===== config.mk =====
export PLATFORM = sky130hd
export DESIGN_NAME = vadd_lane_sequencer
export DESIGN_NICKNAME = d
export VERILOG_FILES = /design/src/rtl/vadd_pkg.sv /design/src/rtl/fp16_add_lane.sv /design/src/rtl/vadd_lane_sequencer.sv
export SDC_FILE = /design/constraint.sdc
export NUM_CORES = 1
export LEC_CHECK = 0
export BUFFER_PORTS_ARGS = -buffer_cell sky130_fd_sc_hd__buf_2
export CAP_MARGIN = 20
export CORE_AREA = 2 2 304 306
export DETAILED_ROUTE_END_ITERATION = 16
export DIE_AREA = 0 0 306 308
export PLACE_DENSITY = 0.77
export SYNTH_ARGS = -nofsm -noshare
export SYNTH_HDL_FRONTEND = slang
export SYNTH_SLANG_ARGS = --single-unit

===== constraint.sdc =====
create_clock -name clk -period 16.65 [get_ports clk]
set_input_delay 2.4975 -clock clk [delete_from_list [all_inputs] [get_ports clk]]
set_output_delay 2.4975 -clock clk [all_outputs]
set_load 0.03 [all_outputs]

===== src/rtl/vadd_pkg.sv =====
// Shared definitions for the lane-serial FP16 vector adder: geometry defaults,
// binary16 field layout and the sequencer state encoding.
package vadd_pkg;

  localparam int VADD_LANES    = 16;
  localparam int FP16_W        = 16;
  localparam int FP16_SIGN_BIT = 15;
  localparam int FP16_EXP_LSB  = 10;
  localparam int FP16_EXP_W    = 5;
  localparam int FP16_MAN_W    = 10;
  localparam int EXP_BIAS      = 15;

  localparam logic [FP16_W-1:0] FP16_MAX_FINITE = 16'h7BFF;

  typedef enum logic [1:0] {
    ST_IDLE = 2'd0,
    ST_RUN  = 2'd1,
    ST_DONE = 2'd2
  } seq_state_t;

endpackage


===== src/rtl/fp16_add_lane.sv =====
// Combinational binary16 adder: truncating (round toward zero), subnormals
// flushed to +0, overflow saturated to the largest finite value.
module fp16_add_lane
  import vadd_pkg::*;
(
  input  logic [FP16_W-1:0] i_a,
  input  logic [FP16_W-1:0] i_b,
  output logic [FP16_W-1:0] o_sum
);

  // Guard width covers the largest possible exponent gap, so the aligned
  // sum is exact and truncation after normalisation is true round-to-zero.
  localparam int GRD = 31;
  localparam int XW  = FP16_MAN_W + 1 + GRD + 1;

  function automatic logic [5:0] lead_one(input logic [XW-1:0] v);
    logic [5:0] p;
    p = '0;
    for (int i = 0; i < XW; i++) begin
      if (v[i]) p = 6'(i);
    end
    return p;
  endfunction

  logic [FP16_EXP_W-1:0] w_e_a, w_e_b, w_e_big, w_e_sml, w_d;
  logic [FP16_MAN_W:0]   w_m_a, w_m_b, w_m_big, w_m_sml;
  logic                  w_s_big;
  logic [XW-1:0]         w_x_big, w_x_sml, w_x_sum, w_x_nrm;
  logic [5:0]            w_p;
  int                    w_e_res;
  logic                  w_unused;

  always_comb begin
    w_e_a = i_a[FP16_EXP_LSB +: FP16_EXP_W];
    w_e_b = i_b[FP16_EXP_LSB +: FP16_EXP_W];
    w_m_a = (w_e_a == '0) ? '0 : {1'b1, i_a[FP16_MAN_W-1:0]};
    w_m_b = (w_e_b == '0) ? '0 : {1'b1, i_b[FP16_MAN_W-1:0]};

    if ({w_e_a, w_m_a} >= {w_e_b, w_m_b}) begin
      w_s_big = i_a[FP16_SIGN_BIT];
      w_e_big = w_e_a; w_m_big = w_m_a;
      w_e_sml = w_e_b; w_m_sml = w_m_b;
    end else begin
      w_s_big = i_b[FP16_SIGN_BIT];
      w_e_big = w_e_b; w_m_big = w_m_b;
      w_e_sml = w_e_a; w_m_sml = w_m_a;
    end

    w_d     = w_e_big - w_e_sml;
    w_x_big = {1'b0, w_m_big, {GRD{1'b0}}};
    w_x_sml = {1'b0, w_m_sml, {GRD{1'b0}}} >> w_d;
    w_x_sum = (i_a[FP16_SIGN_BIT] ^ i_b[FP16_SIGN_BIT]) ? (w_x_big - w_x_sml)
                                                        : (w_x_big + w_x_sml);

    // Hidden bit of the larger operand sits at XW-2; re-bias the exponent
    // by how far the leading one moved from there.
    w_p     = lead_one(w_x_sum);
    w_x_nrm = w_x_sum << (6'(XW - 1) - w_p);
    w_e_res = int'(w_e_big) + int'(w_p) - (XW - 2);

    if (w_x_sum == '0 || w_e_res <= 0)
      o_sum = '0;
    else if (w_e_res >= (1 << FP16_EXP_W) - 1)
      o_sum = {w_s_big, FP16_MAX_FINITE[FP16_W-2:0]};
    else
      o_sum = {w_s_big, 5'(w_e_res), w_x_nrm[XW-2 -: FP16_MAN_W]};
  end

  assign w_unused = ^{w_x_nrm[XW-1], w_x_nrm[XW-FP16_MAN_W-2:0]};

endmodule


===== src/rtl/vadd_lane_sequencer.sv =====
// Lane-serial FP16 vector add: one shared adder, one lane per cycle.
// Optional performance counters enabled with `define VADD_SEQ_PERF_EN.
module vadd_lane_sequencer
  import vadd_pkg::*;
#(
  parameter int LANES  = VADD_LANES,
  parameter int LANE_W = FP16_W
) (
  input  logic                      clk,
  input  logic                      rst_n,
  input  logic                      in_valid,
  output logic                      in_ready,
  input  logic [LANES*LANE_W-1:0]   op_a,
  input  logic [LANES*LANE_W-1:0]   op_b,
  input  logic [$clog2(LANES):0]    lane_cnt,
  output logic                      out_valid,
  input  logic                      out_ready,
  output logic [LANES*LANE_W-1:0]   sum,
  output logic                      busy
`ifdef VADD_SEQ_PERF_EN
  ,
  output logic [31:0]               perf_ops,
  output logic [31:0]               perf_stall
`endif
);

  localparam int IDX_W = $clog2(LANES);
  localparam int CNT_W = IDX_W + 1;

  seq_state_t                    r_state;
  logic [IDX_W-1:0]              r_idx, r_last, r_idx_p1;
  logic                          r_issue, r_vld_p1;
  logic [LANES-1:0][LANE_W-1:0]  r_a, r_b, r_res;
  logic [LANE_W-1:0]             r_sum_p1;
  logic [LANE_W-1:0]             w_sum;
  logic [CNT_W-1:0]              w_n, w_last_n;
  logic                          w_accept, w_retire, w_last_wr, w_unused;

  assign in_ready  = (r_state == ST_IDLE);
  assign busy      = !in_ready;
  assign out_valid = (r_state == ST_DONE);
  assign sum       = r_res;
  assign w_accept  = in_valid && in_ready;
  assign w_retire  = out_valid && out_ready;
  assign w_last_wr = r_vld_p1 && (r_idx_p1 == r_last);

  always_comb begin
    w_n = lane_cnt;
    if (lane_cnt == '0 || lane_cnt > CNT_W'(LANES)) w_n = CNT_W'(LANES);
    w_last_n = w_n - CNT_W'(1);
  end
  assign w_unused = w_last_n[CNT_W-1];

  fp16_add_lane u_add (
    .i_a   (r_a[r_idx]),
    .i_b   (r_b[r_idx]),
    .o_sum (w_sum)
  );

  // Stage p0: issue lane r_idx to the adder. Stage p1: write the registered
  // sum into the result vector; DONE follows the write of the last lane.
  always_ff @(posedge clk or negedge rst_n) begin
    if (!rst_n) begin
      r_state  <= ST_IDLE;
      r_idx    <= '0;
      r_issue  <= 1'b0;
      r_vld_p1 <= 1'b0;
      r_res    <= '0;
    end else begin
      r_vld_p1 <= 1'b0;
      case (r_state)
        ST_IDLE: if (in_valid) begin
          r_state <= ST_RUN;
          r_idx   <= '0;
          r_issue <= 1'b1;
          r_res   <= '0;
        end
        ST_RUN: begin
          if (r_issue) begin
            r_vld_p1 <= 1'b1;
            r_idx    <= r_idx + 1'b1;
            if (r_idx == r_last) r_issue <= 1'b0;
          end
          if (r_vld_p1) r_res[r_idx_p1] <= r_sum_p1;
          if (w_last_wr) r_state <= ST_DONE;
        end
        ST_DONE: if (w_retire) r_state <= ST_IDLE;
        default: r_state <= ST_IDLE;
      endcase
    end
  end

  always_ff @(posedge clk) begin
    if (w_accept) begin
      r_a    <= op_a;
      r_b    <= op_b;
      r_last <= w_last_n[IDX_W-1:0];
    end
    r_sum_p1 <= w_sum;
    r_idx_p1 <= r_idx;
  end

`ifdef VADD_SEQ_PERF_EN
  logic [31:0] r_perf_ops, r_perf_stall;

  always_ff @(posedge clk or negedge rst_n) begin
    if (!rst_n) begin
      r_perf_ops   <= '0;
      r_perf_stall <= '0;
    end else begin
      if (w_retire) r_perf_ops <= r_perf_ops + 32'd1;
      if (out_valid && !out_ready) r_perf_stall <= r_perf_stall + 32'd1;
    end
  end

  assign perf_ops   = r_perf_ops;
  assign perf_stall = r_perf_stall;
`endif

endmodule

# Word-level counts from Yosys, hierarchy flattened
# Cells that the tools add are included.
[word_totals]
output_inout_bits = 259
inputBits = 521
word_cells = 176
ff_bits = 800
[classes]
muxes = 75
n_reduce_logical = 18
magnitude_cmp = 7
n_bitwise = 1
n_eq_ne = 9
shifts = 2
addsub = 8
[op_table]
columns = ["op", "n"]
rows = [
  ["$mux W256", 2],
  ["$pmux W256 S2", 1],
  ["$bwmux W256", 1],
  ["$bmux W16 S4", 2],
  ["$mux W5", 18],
  ["$mux W6", 11],
  ["$demux W16 S4", 1],
  ["$mux W16", 3],
  ["$mux W11", 4],
  ["$mux W4", 11],
  ["$add A42 B43 Y43", 1],
  ["$logic_not A43 Y1", 1],
  ["$mux W43", 1],
  ["$shl A43 B6 Y42", 1],
  ["$shr A42 B5 Y43", 1],
  ["$sub A42 B43 Y43", 1],
  ["$ge A32 B6 Y1 const B", 1],
  ["$le A32 B1 Y1 const B", 1],
  ["$sub A32 B7 Y32 const B", 1],
  ["$ge A16 B16 Y1", 1],
  ["$logic_not A5 Y1", 3],
  ["$mux W15", 1],
  ["$mux W3", 4],
  ["$lt A4 B5 Y1 const B", 2],
  ["26 further kinds", 46],
]

# Logic depth before layout (Yosys ltp)
[depth]
depth_word = 57
ltp_mapped = 63
depth_no_buf = 55

# By module
# A second synthesis with hierarchy kept.
[unflattened]
cells_unflattened = 2769
hier_area_um2 = 38162.9
[modules_own_cells]
columns = ["module", "cells_per_inst", "seq_area_each_um2", "area_each_um2", "n_inst"]
rows = [
  ["vadd_lane_sequencer", 1514, 22501.6, 29637.2, 1],
  ["fp16_add_lane", 1255, 0.0, 8525.7, 1],
]

# Worst setup path before layout
# Ideal clock, no wire load.
[synth_timing]
path_kind = "input port to flip-flop"
from = "in in_valid"
to = "reg r_res, in the netlist sum[101]"
path_slack_ps = -2429
t_required_ps = 16517
cell_stages = 9
setup_ps = 133
t_arrival_ps = 18946
path_buffers = 4
cell_sequence = "and2_1 -> buf_1 -> or2_2 -> clkbuf_1 -> clkbuf_1 -> nand2_1 -> clkbuf_1 -> nand2_1 -> o21ai_0"
[synth_via]
elab_chain_cells = 2
[synth_rtl]
columns = ["element", "line", "rtl"]
rows = [
  ["start: declaration", "vadd_lane_sequencer.sv:11", "input logic in_valid,"],
  ["$ne A2 B2 Y1 (no source line)", "--", ""],
  ["$reduce_and A3 Y1 (no source line)", "--", ""],
  ["end signal: indexed assignment", "vadd_lane_sequencer.sv:84", "if (r_vld_p1) r_res[r_idx_p1] <= r_sum_p1;"],
  ["end: declaration", "vadd_lane_sequencer.sv:33", "logic [LANES-1:0][LANE_W-1:0] r_a, r_b, r_res;"],
]
# Every way passes these cells.
# A chain may end at the register's enable or synchronous reset.

# Worst setup path after layout
[layout_timing]
from = "reg r_idx[0]"
to = "reg r_sum_p1[6]"
[layout_via]
elab_chain_cells = 56
word_cells_on_any_way = 70
cone_classes = "add/sub (6); order compare (3); shift (2); mux (54); bitwise (1); reduce/logical (4)"
[layout_rtl]
columns = ["element", "line", "rtl"]
rows = [
  ["start: declaration", "vadd_lane_sequencer.sv:31", "logic [IDX_W-1:0] r_idx, r_last, r_idx_p1;"],
  ["start signal: assignment", "vadd_lane_sequencer.sv:81", "r_idx <= r_idx + 1'b1;"],
  ["$bmux W16 S4 (on tied branches)", "vadd_lane_sequencer.sv:55, vadd_lane_sequencer.sv:56", ""],
  ["$mux W16 (on tied branches)", "vadd_lane_sequencer.sv:55, vadd_lane_sequencer.sv:56", ""],
  ["$logic_not A5 Y1 (on tied branches)", "fp16_add_lane.sv:36, fp16_add_lane.sv:37", ""],
  ["$mux W11 (on tied branches)", "fp16_add_lane.sv:36, fp16_add_lane.sv:37", ""],
  ["$ge A16 B16 Y1", "fp16_add_lane.sv:39", "if ({w_e_a, w_m_a} >= {w_e_b, w_m_b}) begin"],
  ["$mux W5", "fp16_add_lane.sv:39", ""],
  ["$sub A5 B5 Y5", "fp16_add_lane.sv:49", "w_d = w_e_big - w_e_sml;"],
  ["$shr A42 B5 Y43", "fp16_add_lane.sv:51", "w_x_sml = {1'b0, w_m_sml, {GRD{1'b0}}} >> w_d;"],
  ["[... 5 more ...]", "--", ""],
  ["$mux W3 (4 in a row)", "fp16_add_lane.sv:20", "if (v[i]) p = 6'(i);"],
  ["$mux W4 (8 in a row)", "fp16_add_lane.sv:20", ""],
  ["$mux W5 (16 in a row)", "fp16_add_lane.sv:20", ""],
  ["$mux W6 (11 in a row)", "fp16_add_lane.sv:20", ""],
  ["$add A5 B6 Y7", "fp16_add_lane.sv:59", "w_e_res = int'(w_e_big) + int'(w_p) - (XW - 2);"],
  ["$sub A32 B7 Y32", "fp16_add_lane.sv:59", ""],
  ["$ge A32 B6 Y1 / $le A32 B1 Y1 (equally long branches)", "fp16_add_lane.sv:63, fp16_add_lane.sv:61", ""],
  ["$mux W15 / $logic_or A1 B1 Y1 (equally long branches)", "fp16_add_lane.sv:63, fp16_add_lane.sv:61", ""],
  ["end signal: assignment", "vadd_lane_sequencer.sv:99", "r_sum_p1 <= w_sum;"],
  ["end: declaration", "vadd_lane_sequencer.sv:34", "logic [LANE_W-1:0] r_sum_p1;"],
]
# Parallel ways exist; a longest one is shown, timed or not. The select of a mux whose other input is x is not followed.

==> flow_metrics.py <==
metrics = {
    "status": {
        "status": "finished clean",
    },
    "critical_path": {
        "cp_top_family": "compound AO/OA/AOI/OAI gates",
        "cp.arrival_ps": 15060,
        "worst_path_max_delay_cell": "mux2i_1",
        "crit_type": "register to register",
        "cp_slowest_stage_delay_ps": 1010,
        "start_kind": "register",
        "cpMostUsedCell": "o21ai_0",
        "worstPathMaxFanout": 70,
        "critPathCaptureType": "register",
        "required_ps": 17200,
        "critPathBufInv": 7,
    },
    "clock_tree": {
        "cts_tree": "yes",
        "clkTransAtPathRegs_ps": 60,
        "cts_hold_buf": 0,
        "clk_latency_ps": 680,
        "cts.sinks": 800,
        "cts-root-buf": "clkbuf_16",
        "cts_max_path_buffers": 3,
        "post_cts_resized": 0,
        "post-cts-setup-buffers": 0,
        "cts_inserted_buffers": 81,
        "htreeDepth": 3,
    },
    "floorplan": {
        "start_util_pct": 41.7,
        "die_area_sq_um": 94200,
        "fp.dieW_um": 306,
        "core_sq_um": 91000,
        "num_rows": 111,
        "dieHeight_um": 308,
        "ios": 780,
    },
    "synthesis": {
        "post_synth.cell_area_avg_sq_um": 12.9,
        "yosysUniqueCellTypes": 112,
        "synth_top_area_share_pct": 40.8,
        "synth_area_sq_um": 37900,
        "synthFlopType": "edfxtp_1",
        "yosys_warnings": 0,
        "syn-num-nets": 3523,
        "synth-seq-cells": 800,
        "synth_common_cells": "edfxtp_1 (516), nand2_1 (435), o21ai_0 (328)",
        "synth_edf_count": 516,
        "synthArstFlopShare_pct": 33.0,
        "synth_area_leaders": "edfxtp_1 (41%), dfrtp_1 (17%), mux4_2 (9.6%)",
        "syn-instance-count": 2948,
        "synth-seq-area-share_pct": 59.3,
        "post-synth-top-count-cell": "edfxtp_1",
        "yosysTopAreaCell": "edfxtp_1",
    },
    "timing": {
        "timing.fmax_mhz": 68.9,
        "tns_ps": 0,
        "slew_violations": 0,
        "fin_crit_ps": 14510,
        "setup_viol": 0,
        "skew_ps": 33.2,
        "slew_headroom_pct": 26.2,
        "tightest_slew_ps": 1110,
        "fin_crit_sh_pct": 87.1,
        "rsz0062_at_grt": "no",
        "hold_slack_ps": 472,
        "hold_viol": 0,
    },
    "pwr": {
        "power_density_nw_per_um2": 87.7,
        "p_leak_nw": 18.1,
        "ir_drop_mv": 0.101,
    },
    "route": {
        "vias": 28814,
        "via_per_inst": 5.82,
        "drc_errors": 0,
        "drt_wl_total_um": 121000,
        "routedWlPerCell_um": 24.5,
        "ant_nets": 0,
        "first_pass_iters": 7,
        "drt_iter0_markers": 3435,
    },
    "layout": {
        "multi_input_area_sq_um": 14500,
        "nFillCells": 7757,
        "final-seq-area_sq_um": 22500,
        "nets": 4248,
        "area_growth_pct": 20.4,
        "stdcell_area_sq_um": 45700,
        "final_cell_count_no_fill": 4954,
        "drive_above_1_share_pct": 32.1,
    },
    "place": {
        "place_area_sq_um": 42900,
        "portBuffers": 779,
        "hpwl_um": 89000,
        "gp_routability_congestion": 0.978,
        "placedCellCount": 4773,
    },
    "global_route": {
        "first_global_vias": 27745,
        "overflow": 0,
        "grt_pass1_wl_um": 176000,
        "antenna_found_initial": 45,
        "grtUsageTotal_pct": 24.9,
        "grt_start_max_net_pins": 97,
    },
    "run": {
        "drv_cap": 0,
    },
    "min_path": {
        "hp-class": "register to register",
    },
}
-- worst paths after layout --
path                            slack [ps]  cells past startpoint      from           to
worst max-delay path                  2140                     53  r_idx[0]  r_sum_p1[6]
worst min-delay path                   470                      2  sum[152]     sum[152]
worst max register to register        2140                     53  r_idx[0]  r_sum_p1[6]
worst min register to register         470                      2  sum[152]     sum[152]
max in group asynchronous            13660                      3     rst_n     sum[150]
min in group asynchronous             1800                      1     rst_n      sum[87]
-- worst register-to-register path, delay by kind of cell (launching register included) --
family / cells / cell delay [ps]
fa+ha+maj: 6 / 1550
simple gates: 13 / 3190
xor+xnor: 1 / 310
buf+inv: 7 / 1360
compound gates: 21 / 4460
flops: 1 / 870
mux: 5 / 2630
-- kinds of logic after synthesis --
| kind of cell | Yosys count | share of synthesized area (%) |
|---|---|---|
| multiplexers | 299 | 13.3 |
| buffers and inverters | 235 | 2.68 |
| adder cells (fa/ha/maj) | 54 | 1.82 |
| AO/OA/AOI/OAI | 679 | 11.4 |
| XOR/XNOR | 59 | 1.56 |
| flip-flops | 800 | 59.3 |
| AND/OR/NAND/NOR | 822 | 9.89 |
-- layer usage --
| layer | GRT usage (%) | part of all wire [%] | vias to the layer above |
|---|---|---|---|
| li1 | - | - | 12650 |
| met1 | 30.4 | 37 | 14167 |
| met2 | 42.1 | 49 | 1650 |
| met3 | 5.87 | 9.0 | 321 |
| met4 | 11.3 | 4.3 | 26 |
| met5 | 0 | 0.15 | - |
-- power by group --
part	switching [W]	total [W]	internal, W
Clock	0.000805	0.00181	0.00100
Combinational	0.0000357	0.0000806	0.0000449
Sequential	0	0.00212	0.00212
Total	0.000841	0.00401	0.00317
-- through the flow --
stage | total power, W | util [%] | worst slack (ps)
finish | 0.00401 | 50.2 | 2140
global route | 0.00412 | 50.2 | 830
CTS | 0.00403 | 50.0 | 2210
detailed placement | 0.00224 | 47.1 | 2270
global placement | 0.00224 | 47.1 | 2570
floorplan | 0.00216 | - | 66.8
-- sequential cells by signal, indices dropped and copies added, names as in the netlist --
signal	count
r_a	256
r_idx_p1	4
r_idx	4
r_issue	1
r_last	4
sum	256
r_b	256
r_vld_p1	1
r_sum_p1	16
r_state	2
-- area by class of cell --
type,instances,area share (%)
diodes,32,0.175
clock buffers,103,4.78
clock inverters,43,0.970
inverters,55,0.452
multi-input cells,1913,31.6
flip-flops and latches,800,49.3
well taps,1186,3.25
repair buffers,822,9.44
-- cell usage in the layout (no fill, tap or decap), types with 15 or more instances in the layout --
cell	n
clkbuf_16	83
a211oi_1	22
nor2_1	120
and3_1	17
nand2_1	435
mux4_2	161
buf_4	38
nand3_1	40
nor3_1	40
o21ai_0	328
buf_2	778
mux2i_1	104
o211ai_1	16
edfxtp_1	516
dfxtp_1	20
a22o_1	15
nand2b_1	23
mux2_2	31
o22ai_1	17
nor2b_1	18
xnor2_1	29
or3_1	15
diode_2	32
a22oi_1	17
xor2_1	19
clkbuf_1	17
inv_1	51
a21oi_1	77
clkinv_1	16
ha_1	52
dfrtp_1	260
nand4_1	23
a31oi_1	21
and2_1	23
No activity file was read; power rests on OpenSTA's default activity.
